$ cat config.mk
export PLATFORM = sky130hd
export DESIGN_NAME = ps2_key_ctrl
export DESIGN_NICKNAME = d
export VERILOG_FILES = /design/src/rtl/ps2_key_ctrl.sv
export SDC_FILE = /design/constraint.sdc
export NUM_CORES = 1
export LEC_CHECK = 0
export BUFFER_PORTS_ARGS = -buffer_cell sky130_fd_sc_hd__clkbuf_2
export CORE_MARGIN = 10
export CORE_UTILIZATION = 45
export CTS_CLUSTER_DIAMETER = 150
export DETAILED_ROUTE_END_ITERATION = 8
export PLACE_DENSITY = 0.69
export SETUP_SLACK_MARGIN = 0.2
export SLEW_MARGIN = 20
export SYNTH_ARGS = -nofsm -noshare
export SYNTH_HDL_FRONTEND = slang
export SYNTH_SLANG_ARGS = --single-unit
$ cat constraint.sdc
create_clock -name i_clk -period 4.3 [get_ports i_clk]
set_input_delay 0.43 -clock i_clk [delete_from_list [all_inputs] [get_ports i_clk]]
set_output_delay 0.43 -clock i_clk [all_outputs]
set_load 0.01 [all_outputs]
$ cat src/rtl/ps2_key_ctrl.sv
// PS/2 scan-code sequencer: pops receiver FIFO bytes, tracks make/break/E0 and the held key.
// Optional feature macro: PS2_KEY_CTRL_EXT_EN (E0-prefixed keys tracked separately).
module ps2_key_ctrl (
    input  logic       i_clk,
    input  logic       i_clr,
    input  logic [7:0] i_ps2_data,
    input  logic       i_ps2_ready,
    input  logic       i_ps2_overflow,
    output logic       o_nextdata_n,
    output logic [7:0] o_key_code,
    output logic       o_key_ext,
    output logic       o_key_valid,
    output logic [7:0] o_key_count,
    output logic       o_err
);

    localparam logic [7:0] BYTE_BRK = 8'hF0;
    localparam logic [7:0] BYTE_EXT = 8'hE0;

    typedef enum logic [1:0] {
        S_IDLE = 2'd0,
        S_POP  = 2'd1,
        S_GAP  = 2'd2
    } state_t;

    state_t     r_state;
    logic [7:0] r_byte;
    logic       r_nextdata_n;
    logic [7:0] r_key_code;
    logic       r_key_valid;
    logic [7:0] r_key_count;
    logic       r_err;
    logic       r_brk_pend;

    logic       w_ext_pend;
    logic       w_key_ext;
    logic       w_is_brk;
    logic       w_is_ext;
    logic       w_same_key;

`ifdef PS2_KEY_CTRL_EXT_EN
    logic       r_ext_pend;
    logic       r_key_ext;
    assign w_ext_pend = r_ext_pend;
    assign w_key_ext  = r_key_ext;
`else
    assign w_ext_pend = 1'b0;
    assign w_key_ext  = 1'b0;
`endif

    assign w_is_brk   = (r_byte == BYTE_BRK);
    assign w_is_ext   = (r_byte == BYTE_EXT);
    assign w_same_key = (r_byte == r_key_code) && (w_ext_pend == w_key_ext);

    // Pop handshake FSM with make/break decode in the POP cycle
    always_ff @(posedge i_clk) begin
        if (i_clr) begin
            r_state      <= S_IDLE;
            r_byte       <= 8'h00;
            r_nextdata_n <= 1'b1;
            r_key_code   <= 8'h00;
            r_key_valid  <= 1'b0;
            r_key_count  <= 8'h00;
            r_err        <= 1'b0;
            r_brk_pend   <= 1'b0;
`ifdef PS2_KEY_CTRL_EXT_EN
            r_ext_pend   <= 1'b0;
            r_key_ext    <= 1'b0;
`endif
        end else begin
            if (i_ps2_overflow) begin
                r_err <= 1'b1;
            end
            case (r_state)
                S_IDLE: begin
                    if (i_ps2_ready) begin
                        r_byte       <= i_ps2_data;
                        r_nextdata_n <= 1'b0;
                        r_state      <= S_POP;
                    end
                end
                S_POP: begin
                    r_nextdata_n <= 1'b1;
                    r_state      <= S_GAP;
                    if (w_is_brk) begin
                        r_brk_pend <= 1'b1;
                    end else if (w_is_ext) begin
`ifdef PS2_KEY_CTRL_EXT_EN
                        r_ext_pend <= 1'b1;
`endif
                    end else if (r_brk_pend) begin
                        // Release only counts when it matches the key still held
                        if (r_key_valid && w_same_key) begin
                            r_key_valid <= 1'b0;
                        end
                        r_brk_pend <= 1'b0;
`ifdef PS2_KEY_CTRL_EXT_EN
                        r_ext_pend <= 1'b0;
`endif
                    end else begin
                        // New make; typematic repeats of the held key are dropped
                        if (!r_key_valid || !w_same_key) begin
                            r_key_code  <= r_byte;
                            r_key_valid <= 1'b1;
                            r_key_count <= r_key_count + 8'd1;
`ifdef PS2_KEY_CTRL_EXT_EN
                            r_key_ext   <= r_ext_pend;
`endif
                        end
`ifdef PS2_KEY_CTRL_EXT_EN
                        r_ext_pend <= 1'b0;
`endif
                    end
                end
                S_GAP: begin
                    r_state <= S_IDLE;
                end
                default: begin
                    r_state <= S_IDLE;
                end
            endcase
        end
    end

    assign o_nextdata_n = r_nextdata_n;
    assign o_key_code   = r_key_code;
    assign o_key_ext    = w_key_ext;
    assign o_key_valid  = r_key_valid;
    assign o_key_count  = r_key_count;
    assign o_err        = r_err;

endmodule

# Yosys cells after proc, flatten, opt, wreduce, memory -nomap -nowiden
# Index checks and enable logic that the tools add are counted.
[word_totals] reg_bits=30 inputBits=12 output_inout_bits=20 word_cells=40
[classes] addsub=1 n_eq_ne=7 n_mux=9 n_bitwise=3 reduce_logical=12
[op_table] op="equality test 8 bit, second input constant" count=2
[op_table] op="AND reduction 5 bit" count=2
[op_table] op="adder 8 x 1 -> 8 bit, second input constant" count=1
[op_table] op="equality test 8 bit" count=1
[op_table] op="2-to-1 mux 1 bit" count=6
[op_table] op="AND reduction 2 bit" count=3
[op_table] op="!= test 2 bit, second input constant" count=2
[op_table] op="one-hot mux 2 bit (2 select lines)" count=1
[op_table] op="nonzero test 2 bit" count=2
[op_table] op="NOT 1 bit" count=3
[op_table] op="equality test 2 x 1 -> 1 bit, second input constant" count=1
[op_table] op="logical NOT 1 bit" count=2
[op_table] op="logical NOT 2 bit" count=1
[op_table] op="2-to-1 mux 2 bit" count=1
[op_table] op="!= test 2 x 1 -> 1 bit, second input constant" count=1
[op_table] op="one-hot mux 1 bit (2 select lines)" count=1
[op_table] op="logical AND 1 bit" count=1
[op_table] op="logical OR 1 bit" count=1

# Depth between registers and ports, before layout
# Gate-level depths: netlist of run 1.
[depth] word_depth=5 mapped_depth=9 depth_no_buf=8

# Least setup slack after synthesis of run 1
# Ideal clock, no wire load.
[synth_timing] path_kind="register -> register" start="register r_key_code[2] (netlist: o_key_code[2])" end="register r_key_valid (netlist: o_key_valid)" setup_ns=0.070 arrival_time_ns=1.681 required_ns=4.230 slack_ns=2.549 path_stages_with_launch=7 n_path_buf=0 period_less_slack_ns=1.751 path_cell_list="dfxtp_1 xor2_1 nor4_1 nand4_1 ha_1 or3_2 a21oi_1"
[synth_between] elab_chain_cells=5 word_cells_on_any_way=7 cone_classes="eq/ne: 2; reduce/logical: 5"
[synth_rtl] element="start: declaration" line_no="29" text="logic [7:0] r_key_code;"
[synth_rtl] element="start signal: assignment" line_no="103" text="r_key_code <= r_byte;"
[synth_rtl] element="equality test 8 bit (*)" line_no="53" text="assign w_same_key = (r_byte == r_key_code) && (w_ext_pend == w_key_ext);"
[synth_rtl] element="logical NOT 1 bit" line_no="102" text="if (!r_key_valid || !w_same_key) begin"
[synth_rtl] element="logical OR 1 bit" line_no="102"
[synth_rtl] element="nonzero test 2 bit (no line)"
[synth_rtl] element="AND reduction 5 bit (no line) (*)"
[synth_rtl] element="end signal: assignment" line_no="62" text="r_key_valid <= 1'b0;"
[synth_rtl] element="end signal: assignment" line_no="94" text="r_key_valid <= 1'b0;"
[synth_rtl] element="end signal: assignment" line_no="104" text="r_key_valid <= 1'b1;"
[synth_rtl] element="end: declaration" line_no="30" text="logic r_key_valid;"
# Mark *: on every way between the ends. The rest lies on a longest branch, timed or not.
# A chain may end at the register's enable or synchronous reset.

# Worst setup path after layout of run 1
[layout_timing] start="register r_byte[2]" end="register r_key_code[1] (netlist: o_key_code[1])"
[layout_between] elab_chain_cells=4 word_cells_on_any_way=8 cone_classes="eq/ne: 3; bitwise: 2; reduce/logical: 3"
[layout_rtl] element="start: declaration" line_no="27" text="logic [7:0] r_byte;"
[layout_rtl] element="start signal: assignment" line_no="77" text="r_byte <= i_ps2_data;"
[layout_rtl] element="equality test 8 bit" line_no="53"
[layout_rtl] element="logical NOT 1 bit" line_no="102"
[layout_rtl] element="logical OR 1 bit" line_no="102"
[layout_rtl] element="AND reduction 5 bit (no line) (*)"
# Marks and branches as above.

==> results of run 1 <==
-- area by class of cell --
cell class	instances	share of cell area (%)
inverter	5	1.25
tap	31	2.59
clock buffer	6	3.42
timing repair buffer	31	10.5
multi-input combinational	92	42.2
sequential	30	40.1
-- registers in the layout (all words and copies together) (netlist names) --
name          flops
o_nextdata_n      1
r_brk_pend        1
o_key_code        8
r_byte            8
r_state           2
o_err             1
o_key_count       8
o_key_valid       1
-- worst min path at each step --
stage,to,from,slack (ns)
global placement,o_err$_SDFFE_PP0P_,o_err$_SDFFE_PP0P_,0.45
global route,o_err$_SDFFE_PP0P_,i_ps2_overflow,0.31
CTS,o_err$_SDFFE_PP0P_,i_ps2_overflow,0.29
detailed placement,o_err$_SDFFE_PP0P_,o_err$_SDFFE_PP0P_,0.46
finish,o_err$_SDFFE_PP0P_,i_ps2_overflow,0.30
floorplan,r_brk_pend$_SDFFE_PP0P_,r_brk_pend$_SDFFE_PP0P_,0.49
-- routing by layer --
layer  track usage [%]  vias to the layer above  share of wire [%]
li1                  -                      521                  -
met1              11.3                      471                 41
met2              17.4                       30                 46
met3              6.19                        7                 11
met4              7.45                        0                2.5
met5                 0                        -                  0
-- power breakdown --
part           internal, mW  total (mW)  leakage, nW  switching, mW
registers             0.289       0.300        0.245         0.0111
clock network        0.0735       0.164       0.0302         0.0902
logic                0.0281      0.0594        0.402         0.0313
total                 0.391       0.523        0.677          0.133
-- cell families after synthesis --
| group | after synthesis | share of synthesized area, % |
|---|---|---|
| AND/OR/NAND/NOR | 46 | 18.3 |
| XOR/XNOR | 10 | 6.82 |
| other | 1 | 0.292 |
| flip-flops | 30 | 46.7 |
| adder cells (fa/ha/maj) | 2 | 1.95 |
| buffers and inverters | 12 | 4.48 |
| AO/OA/AOI/OAI | 15 | 7.30 |
| multiplexers | 18 | 14.1 |
-- Yosys cell counts, types with 3 or more instances --
| library cell | count | share of area, % |
|---|---|---|
| dfxtp_1 | 30 | 47 |
| nor2_1 | 24 | 7.0 |
| mux2i_1 | 17 | 13 |
| xor2_1 | 7 | 4.8 |
| a21oi_1 | 6 | 2.3 |
| inv_1 | 5 | 1.5 |
| clkbuf_1 | 3 | 0.88 |
| nor2b_1 | 3 | 1.5 |
| o31ai_1 | 3 | 1.8 |
| or4_1 | 3 | 1.8 |
| xnor2_1 | 3 | 2.0 |
-- stage by stage --
stage / hold slack (ns) / setup WS [ns]
2_1_floorplan: 0.489 / 2.55
3_3_place_gp: 0.449 / 2.04
3_5_place_dp: 0.465 / 1.91
4_1_cts: 0.295 / 1.89
5_1_grt: 0.312 / 1.74
6_report: 0.298 / 1.94
-- worst max-delay path, stage by stage, from the launching register on --
cell and delay (ns):
dfxtp_1 0.41, xor2_1 0.19, nor4_1 0.08, nand4_1 0.09, ha_1 0.19, inv_1 0.07
a211oi_2 0.85, mux2i_1 0.30, nor2_1 0.06
==> results by group, run 1 <==
Logic synthesis
  – #FFs+latches synth: 30
  – Async SR Flop Fraction: 0%
  – Register area share after synthesis: 46.7%
  – Avg Synthesized Cell Area: between 9 and 10 um^2
  – Mapped Area: between 1000 and 1500 um^2
  – Yosys warning count: 0
  – Synthesized net count: roughly 150
  – Distinct cells, synth: 34
  – Post-synth EDFFs: 0
  – Gate Count Post-Synth: ~130
  – Ys flop type: dfxtp_1

Worst setup path
  – Reg2reg start: r_byte[2]$_SDFFE_PP0P_
  – R2R setup slack: around 1.9 ns
  – Worst setup SP type: register
  – R2r worst-path depth: 8
  – Maximum fanout along the worst path: 10
  – Kind of critical path: reg -> reg
  – Crit path from: r_byte[2]$_SDFFE_PP0P_
  – Element type at the critical path end: register
  – R2r endpoint: o_key_code[1]$_SDFFE_PP0P_
  – Worst Path Arrival: approximately 2.6 ns
  – Worst Setup EP: o_key_code[1]$_SDFFE_PP0P_
  – Worst Path Required: between 4 and 5 ns

Routing
  – Via density: between 5 and 6
  – DR iter-0 viols: slightly below 70
  – Avg WL per Cell: 14.0 um
  – Residual DRC count: 0
  – DRT Wirelength: 2730 um
  – DRT antenna net count: 0
  – Routed vias: roughly 1000
  – Drt pass-1 iters: 4

Clock network
  – Clk Latency, worst-skew pair: about 0.33 ns
  – Post-CTS Resized: 0
  – Depth of the CTS H-tree: 2
  – TritonCTS buffer count: 5
  – TritonCTS clock tree: yes
  – Maximum root-to-sink buffer count: 2
  – Root buf cell: clkbuf_4
  – CTS clk-pin slew, worst paths: ~0.09 ns
  – Cts hold-fix bufs: 0
  – Sink Count: 30
  – Post-CTS setup buffer count: 0

Placed design
  – PortBufs: 30
  – GP Congestion: around 0.8
  – Hpwl dp: 2070 um
  – DP Area: around 1400 um^2
  – Placed Instances: 189

Cells and area
  – Share of cells above drive strength 1: between 20% and 30%
  – Most frequent cells in the layout: 30 x clkbuf_2, 30 x dfxtp_1, 24 x nor2_1
  – Fin util: 54.8%
  – Final Instance Area: approximately 1500 um^2
  – Filler cell count: between 200 and 300
  – Multi-input gate area: about 630 um^2
  – Seq. cell area: roughly 600 um^2
  – Inserted Diodes: 0
  – Finished Layout Cells: between 150 and 200
  – Net count reported at finish: roughly 180
  – Layout area overhead: 16.7%

Floorplanning
  – Die area: 5390 um^2
  – Placeable Area: ~2700 um^2
  – I/O Pins: 32
  – Die H: around 73 um
  – Initial Util: 47.0%
  – Cell row count: 19
  – Die W: about 73 um

Outcome
  – Status: completed

Power
  – Total power: ~0.52 mW
  – Worst vdd ir: approximately 0.24 mV
  – Power Density: 349 nW/um^2
  – Leak: between 0.6 and 0.7 nW

Timing
  – Sum Neg Setup Slack: 0 ns
  – Slew Viols, Final: 0
  – RSZ-0062 raised after global routing: no
  – Worst slew pin tran: about 1.0 ns
  – Endpoints failing hold: 0
  – Final period util: 54.8%
  – Final setup fails: 0
  – Min Tclk post-route: between 2 and 2.5 ns
  – Max transition margin: ~31%
  – Max Fclk: 424 MHz
  – Worst clock skew: roughly 0.0054 ns

Global routing
  – Largest net degree at the start of global routing: 32
  – Initial antenna violation count: 0
  – First-pass GRT wire length: ~4700 um
  – Global route overflow: 0
  – Vias in the first global route: between 1000 and 1500
  – GRT Total Usage: roughly 11%

Min path
  – Hold Path Class: in -> reg
  – Hold Path Cell Cnt: 3

Flow run
  – Max-cap violations: 0
Note: power is estimated with default switching activity, not from simulation.
==> run 2, diff against run 1 <==
--- a/config.mk
+++ b/config.mk
@@ -5,12 +5,13 @@
 export SDC_FILE = /design/constraint.sdc
 export NUM_CORES = 1
 export LEC_CHECK = 0
+export ABC_AREA = 1
 export BUFFER_PORTS_ARGS = -buffer_cell sky130_fd_sc_hd__clkbuf_2
 export CORE_MARGIN = 10
 export CORE_UTILIZATION = 45
 export CTS_CLUSTER_DIAMETER = 150
 export DETAILED_ROUTE_END_ITERATION = 8
-export PLACE_DENSITY = 0.69
+export PLACE_DENSITY = 0.71
 export SETUP_SLACK_MARGIN = 0.2
 export SLEW_MARGIN = 20
 export SYNTH_ARGS = -nofsm -noshare
==> constraint.sdc (replaced) <==
create_clock -name i_clk -period 2.15 [get_ports i_clk]
set_input_delay 0.215 -clock i_clk [delete_from_list [all_inputs] [get_ports i_clk]]
set_output_delay 0.215 -clock i_clk [all_outputs]
set_load 0.01 [all_outputs]
==> run 2 against run 1 <==
Synthesized area up 15%. Via count up 31%. Synthesized cell count up 54%. Wire length up 16%. First-iteration DRC count up 38%. Power up 110%. Flip-flop and latch count unchanged. Die area up 11%. Clock power up 87%. Count of clock-buffer cells in the layout down 1. Highest routed layer unchanged.
==> results by group, run 2 <==
Min path
  – Hold Path Cell Cnt: 3 (unchanged)
  – Hold Path Class: in -> reg (unchanged)
  – Hold path start: i_ps2_overflow (unchanged)
  – Hold Path Sink: o_err$_SDFFE_PP0P_ (unchanged)

Worst setup path
  – CP peak stage delay: 0.34 ns (was 0.85 ns)
  – Worst Path Arrival: 1.95 ns (was 2.56 ns)
  – Critical-path cell list: inv_1 -> nand2_1 -> o21ai_0 -> a211oi_1 -> nand4_1 -> ha_1 -> inv_1 -> nor2_4 -> buf_4 -> nand3_1 -> nand2_1 -> nor2_1 (was xor2_1 -> nor4_1 -> nand4_1 -> ha_1 -> inv_1 -> a211oi_2 -> mux2i_1 -> nor2_1)
  – Maximum fanout along the worst path: 6 (was 10)
  – R2R setup slack: 0.46 ns (was 1.94 ns)
  – Worst setup SP type: register (unchanged)
  – Reg2reg start: r_byte[3]$_SDFFE_PP0P_ (was r_byte[2]$_SDFFE_PP0P_)
  – Kind of critical path: reg -> reg (unchanged)
  – Worst Path Required: 2.41 ns (was 4.50 ns)
  – R2r endpoint: o_key_code[4]$_SDFFE_PP0P_ (was o_key_code[1]$_SDFFE_PP0P_)
  – Element type at the critical path end: register (unchanged)
  – R2r worst-path depth: 12 (was 8)
  – CP max-delay cell: dfxtp_1 (was a211oi_2)

Logic synthesis
  – Most frequent cell after synthesis: nor2_1 (was dfxtp_1)
  – Async SR Flop Fraction: 0% (unchanged)
  – Avg Synthesized Cell Area: 7.18 um^2 (was 9.59 um^2)
  – Cell taking the most area after synthesis: dfxtp_1 (unchanged)
  – Synthesized net count: 220 (was 148)
  – Ys flop type: dfxtp_1 (unchanged)
  – Top cells by area, synth: dfxtp_1 41%, nor2_1 9.6%, nand2_1 9.4%, nand3_1 6.1%, a21oi_1 5.4% (was dfxtp_1 47%, mux2i_1 13%, nor2_1 7.0%, xor2_1 4.8%, a21oi_1 2.3%)
  – Mapped Area: 1480 um^2 (was 1280 um^2)
  – Yosys warning count: 0 (unchanged)
  – Register area share after synthesis: 40.6% (was 46.7%)
  – Post-synth EDFFs: 0 (unchanged)
  – #FFs+latches synth: 30 (unchanged)
  – Synth top cells by count: 38 x nor2_1, 37 x nand2_1, 30 x dfxtp_1 (was 30 x dfxtp_1, 24 x nor2_1, 17 x mux2i_1)
  – Distinct cells, synth: 27 (was 34)
  – Synth top area share: 40.6% (was 46.7%)
  – Gate Count Post-Synth: 206 (was 134)

Placed design
  – GP Congestion: 0.825 (was 0.800)
  – PortBufs: 30 (unchanged)
  – Hpwl dp: 2410 um (was 2070 um)

Floorplanning
  – Cell row count: 20 (was 19)
  – Initial Util: 47.7% (was 47.0%)
  – Placeable Area: 3100 um^2 (was 2730 um^2)
  – Die W: 77.3 um (was 73.4 um)
  – Die area: 5980 um^2 (was 5390 um^2)
  – I/O Pins: 32 (unchanged)
  – Die H: 77.3 um (was 73.4 um)

Routing
  – Drt pass-1 iters: 4 (unchanged)
  – Routed vias: 1351 (was 1029)
  – Residual DRC count: 0 (unchanged)
  – Via density: 4.77 (was 5.28)
  – DRT Wirelength: 3160 um (was 2730 um)
  – Avg WL per Cell: 11.2 um (was 14.0 um)
  – DR iter-0 viols: 95 (was 69)
  – DRT antenna net count: 0 (unchanged)

Timing
  – Max Fclk: 592 MHz (was 424 MHz)
  – WHS: 0.0901 ns (was 0.298 ns)
  – Worst slew pin tran: 0.547 ns (was 1.03 ns)
  – Final period util: 78.6% (was 54.8%)
  – Final setup fails: 0 (unchanged)
  – Sum Neg Setup Slack: 0 ns (unchanged)
  – Endpoints failing hold: 0 (unchanged)
  – Min Tclk post-route: 1.69 ns (was 2.36 ns)
  – RSZ-0062 raised after global routing: no (unchanged)
  – Slew Viols, Final: 0 (unchanged)
  – Worst clock skew: 0.0116 ns (was 0.00541 ns)
  – Max transition margin: 63.5% (was 31.0%)

Flow run
  – Max-cap violations: 0 (unchanged)

Clock network
  – Maximum root-to-sink buffer count: 2 (unchanged)
  – CTS clk-pin slew, worst paths: 0.10 ns (was 0.09 ns)
  – Sink Count: 30 (unchanged)
  – Cts hold-fix bufs: 0 (unchanged)
  – Post-CTS Resized: 0 (unchanged)
  – Depth of the CTS H-tree: 2 (unchanged)
  – TritonCTS clock tree: yes (unchanged)
  – Clk Latency, worst-skew pair: 0.33 ns (about the same)
  – Root buf cell: clkbuf_4 (unchanged)
  – TritonCTS buffer count: 5 (unchanged)

Global routing
  – GRT Total Usage: 10.9% (was 11.2%)
  – Global route overflow: 0 (unchanged)
  – Largest net degree at the start of global routing: 21 (was 32)
  – Vias in the first global route: 1218 (was 1042)
  – First-pass GRT wire length: 5490 um (was 4690 um)
  – Initial antenna violation count: 0 (unchanged)

Power
  – Worst vdd ir: 0.328 mV (was 0.243 mV)
  – Total power: 1.12 mW (was 0.523 mW)
  – Leak: 0.790 nW (was 0.677 nW)
  – Power Density: 660 nW/um^2 (was 349 nW/um^2)

Cells and area
  – Inserted Diodes: 0 (unchanged)
  – Most common cell after layout, fill and taps aside: nor2_1
  – Share of cells above drive strength 1: 21.8% (was 25.0%)
  – Most frequent cells in the layout: 38 x nor2_1, 37 x nand2_1, 30 x clkbuf_2, 30 x dfxtp_1, 19 x inv_1 (was 30 x clkbuf_2, 30 x dfxtp_1, 24 x nor2_1)
  – Net count reported at finish: 253 (was 179)
  – Layout area overhead: 14.7% (was 16.7%)

Outcome
  – Status: completed (unchanged)
==> run 2: what timing repair did <==
action,4_1_cts,5_1_grt
endpoints found under the setup margin,0,13
hold endpoints to repair,0,0
buffers inserted,0,2
==> run 2: critical path: cells and delay by family, from the launching register on <==
kind                     cells  cell delay [ns]
AND/OR/NAND/NOR              6             0.49
AO/OA/AOI/OAI                2             0.28
flip-flops                   1             0.34
adder cells (fa/ha/maj)      1             0.19
buffers and inverters        3             0.33
==> run 2: cell type report <==
cell class / count / area (um^2)
fill: 341 / 1410
timing repair buffer: 33 / 173
sequential: 30 / 601
clock buffer: 5 / 37.5
clock inverter: 2 / 10.0
tap: 44 / 55.1
inverter: 22 / 82.6
multi-input combinational: 147 / 738
==> run 2: layer usage <==
metal	global-route usage (%)	part of all wire, %
met1	13.6	51
met2	15.5	39
met3	4.43	6.7
met4	6.02	3.2
met5	0	0
==> run 2: how the worst max path moves through the flow <==
stage / end / start / slack, ns
2_1_floorplan: o_key_count[0]$_SDFFE_PP0P_ / o_key_code[6]$_SDFFE_PP0P_ / 0.64
3_3_place_gp: o_key_count[1]$_SDFFE_PP0P_ / r_byte[0]$_SDFFE_PP0P_ / 0.37
3_5_place_dp: o_key_count[1]$_SDFFE_PP0P_ / r_byte[0]$_SDFFE_PP0P_ / 0.36
4_1_cts: o_key_count[1]$_SDFFE_PP0P_ / r_byte[0]$_SDFFE_PP0P_ / 0.32
5_1_grt: o_key_count[1]$_SDFFE_PP0P_ / r_byte[0]$_SDFFE_PP0P_ / 0.28
6_report: o_key_code[4]$_SDFFE_PP0P_ / r_byte[3]$_SDFFE_PP0P_ / 0.46
==> run 2: logic make-up (layout without fill, tap and decap cells) <==
family	Yosys count	count (layout)	synth area share, %
xor gates and xnor gates	5	5	2.96
DFF	30	30	40.6
adders and majority gates	2	2	1.69
buffers and inverters	29	62	9.47
other	1	1	0.254
AOI/OAI and AO/OA	33	33	11.8
and+or+nand+nor	106	106	33.2
==> run 2: where the power goes <==
group,internal [mW],switching (mW)
Sequential,0.591,0.0265
Combinational,0.0741,0.123
Clock,0.117,0.189
==> run 2: per-stage QoR <==
step / setup slack [ns] / instances / area, um^2 / util [%]
detailed placement: 0.356 / 274 / 1630 / 52.7
global placement: 0.365 / 274 / 1630 / 52.7
finish: 0.460 / 283 / 1700 / 54.7
CTS: 0.320 / 281 / 1680 / 54.2
global route: 0.282 / 283 / 1700 / 54.7
floorplan: 0.641 / 206 / 1480 / -
==> run 3, diff against run 2 <==
--- a/config.mk
+++ b/config.mk
@@ -5,13 +5,13 @@
 export SDC_FILE = /design/constraint.sdc
 export NUM_CORES = 1
 export LEC_CHECK = 0
-export ABC_AREA = 1
+export ABC_AREA = 0
 export BUFFER_PORTS_ARGS = -buffer_cell sky130_fd_sc_hd__clkbuf_2
 export CORE_MARGIN = 10
 export CORE_UTILIZATION = 45
 export CTS_CLUSTER_DIAMETER = 150
 export DETAILED_ROUTE_END_ITERATION = 8
-export PLACE_DENSITY = 0.71
+export PLACE_DENSITY = 0.69
 export SETUP_SLACK_MARGIN = 0.2
 export SLEW_MARGIN = 20
 export SYNTH_ARGS = -nofsm -noshare
==> constraint.sdc (replaced) <==
create_clock -name i_clk -period 1.7 [get_ports i_clk]
set_input_delay 0.17 -clock i_clk [delete_from_list [all_inputs] [get_ports i_clk]]
set_output_delay 0.17 -clock i_clk [all_outputs]
set_load 0.01 [all_outputs]
==> run 3 against run 2 <==
Flip-flop and latch count stayed put. Critical path depth is 5 lower. Critical path type unchanged. Global-route usage is 2.3 points higher. Utilization is 18 points higher. Die area is 9.8% lower. Count of clock-buffer cells in the layout is 2 higher. Clock skew is 0.0091 ns higher. The flow now finishes with violations (setup timing). Critical endpoint is now o_key_count[5]$_SDFFE_PP0P_. Clock power is 48% higher. Worst hold slack worse by 0.049 ns.
==> results by group, run 3 (same netlist as run 1, synthesis figures left out) <==
Routing
  – DRT antenna net count: 0 (unchanged)
  – Via density: 5.03 (was 4.77)
  – Avg WL per Cell: 15.3 um (was 11.2 um)
  – DR iter-0 viols: 85 (was 95)
  – Residual DRC count: 0 (unchanged)
  – Routed vias: 1171 (was 1351)
  – DRT Wirelength: 3570 um (was 3160 um)
  – Drt pass-1 iters: 4 (unchanged)

Worst setup path
  – R2R setup slack: -0.17 ns (was 0.46 ns)
  – Kind of critical path: reg -> reg (unchanged)
  – Worst Path Required: 1.99 ns (was 2.41 ns)
  – Worst Path Arrival: 2.16 ns (was 1.95 ns)
  – Worst setup SP type: register (unchanged)
  – Element type at the critical path end: register (unchanged)
  – Maximum fanout along the worst path: 5 (was 6)

Global routing
  – Met1 usage: 14.7% (was 13.6%)
  – First-pass GRT wire length: 5500 um (was 5490 um)
  – Grt met3 use: 6.06% (was 4.43%)
  – Global route overflow: 0 (unchanged)
  – GRT Total Usage: 13.2% (was 10.9%)
  – Vias in the first global route: 1153 (was 1218)
  – Busiest metal layer after global routing: met2 (unchanged)
  – Largest net degree at the start of global routing: 17 (was 21)
  – Initial antenna violation count: 0 (unchanged)
  – Met2 GRT Util: 21.3% (was 15.5%)

Placed design
  – Placed Instances: 217 (was 274)
  – Hpwl dp: 2400 um (was 2410 um)
  – GP Congestion: 0.782 (was 0.825)
  – PortBufs: 30 (unchanged)

Timing
  – Final period util: 110% (was 78.6%)
  – Final setup fails: 14 (was 0)
  – Max Fclk: 535 MHz (was 592 MHz)
  – Slew Viols, Final: 0 (unchanged)
  – RSZ-0062 raised after global routing: yes (was no)
  – Fin worst setup slack: -0.168 ns (was 0.460 ns)
  – Endpoints failing hold: 0 (unchanged)
  – Sum Neg Setup Slack: -0.914 ns (was 0 ns)
  – WHS: 0.0415 ns (was 0.0901 ns)
  – Min Tclk post-route: 1.87 ns (was 1.69 ns)
  – Worst clock skew: 0.0207 ns (was 0.0116 ns)

Cells and area
  – Filler cell count: 190 (was 341)
  – Finished Layout Cells: 233 (was 283)
  – Most frequent cells in the layout: 30 x clkbuf_2, 24 x nor2_1, 24 x buf_4 (was 38 x nor2_1, 37 x nand2_1, 30 x clkbuf_2, 30 x dfxtp_1, 19 x inv_1)
  – Share of cells above drive strength 1: 54.0% (was 21.8%)
  – Net count reported at finish: 215 (was 253)
  – Most common cell after layout, fill and taps aside: clkbuf_2 (was nor2_1)
  – Multi-input gate area: 756 um^2 (was 738 um^2)
  – Layout area overhead: 53.8% (was 14.7%)
  – Inserted Diodes: 0 (unchanged)
  – Seq. cell area: 618 um^2 (was 601 um^2)

Floorplanning
  – Placeable Area: 2730 um^2 (was 3100 um^2)
  – Die area: 5390 um^2 (was 5980 um^2)
  – Initial Util: 47.0% (was 47.7%)
  – Die H: 73.4 um (was 77.3 um)
  – I/O Pins: 32 (unchanged)
  – Die W: 73.4 um (was 77.3 um)
  – Cell row count: 19 (was 20)

Clock network
  – CTS clk-pin slew, worst paths: 0.11 ns (was 0.10 ns)
  – Cts hold-fix bufs: 0 (unchanged)
  – TritonCTS clock tree: yes (unchanged)
  – Maximum root-to-sink buffer count: 2 (unchanged)
  – Clk Latency, worst-skew pair: 0.35 ns (was 0.33 ns)
  – Depth of the CTS H-tree: 2 (unchanged)
  – TritonCTS buffer count: 5 (unchanged)
  – Root buf cell: clkbuf_4 (unchanged)
  – Sink Count: 30 (unchanged)

Power
  – Power Density: 744 nW/um^2 (was 660 nW/um^2)
  – Leak: 0.908 nW (was 0.790 nW)
  – Worst vdd ir: 0.617 mV (was 0.328 mV)
  – Total power: 1.47 mW (was 1.12 mW)

Min path
  – Hold Path Class: in -> reg (unchanged)

Outcome
  – Status: finished, violations left (was completed)
  – Failing checks: setup timing

Flow run
  – Max-cap violations: 0 (unchanged)
==> run 3: final timing paths <==
path,startpoint,to,cells after the start
max,r_byte[7]$_SDFFE_PP0P_,o_key_count[5]$_SDFFE_PP0P_,7
min,i_ps2_overflow,o_err$_SDFFE_PP0P_,3
min reg2reg,o_err$_SDFFE_PP0P_,o_err$_SDFFE_PP0P_,2
max reg2reg,r_byte[7]$_SDFFE_PP0P_,o_key_count[5]$_SDFFE_PP0P_,7
==> run 3: worst max-delay path, cell delays in order (launching register included) <==
cell and delay [ns]:
dfxtp_2 0.35, buf_6 0.12, and3b_2 0.20, buf_6 0.12
a21o_4 0.23, buf_6 0.13, or4_4 0.51, a21oi_2 0.15
==> run 3: cell type report <==
type,instances,share of cell area (%)
Tap cell,31,1.96
Inverter,5,0.949
Clock inverter,1,0.253
Timing Repair Buffer,67,24.6
Clock buffer,7,2.78
Sequential cell,30,31.3
Multi-Input combinational cell,92,38.2
==> run 3: metrics by stage <==
stage / utilization [%] / worst slack, ns / instance area [um^2]
5_1_grt: 72.3 / -0.263 / 1980
3_5_place_dp: 62.1 / -0.488 / 1700
4_1_cts: 69.3 / -0.135 / 1890
6_report: 72.3 / -0.168 / 1980
2_1_floorplan: - / 0.0256 / 1340
3_3_place_gp: 62.1 / -0.489 / 1700
==> run 3: what timing repair did <==
item | 4_1_cts | 5_1_grt
endpoints found under the setup margin | 18 | 18
pin swaps | 9 | 8
setup buffers | 7 | 1
resized for setup | 15 | 16
==> run 3: per-layer routing <==
layer	routed length, um	vias up	part of all wire [%]
li1	-	593	-
met1	1510	549	42
met2	1800	22	50
met3	207	7	5.8
met4	57	0	1.6
met5	0	-	0
==> run 3: where the power goes <==
group	switching, mW	internal [mW]
registers	0.0249	0.734
logic	0.119	0.139
clock network	0.254	0.200
total	0.397	1.07
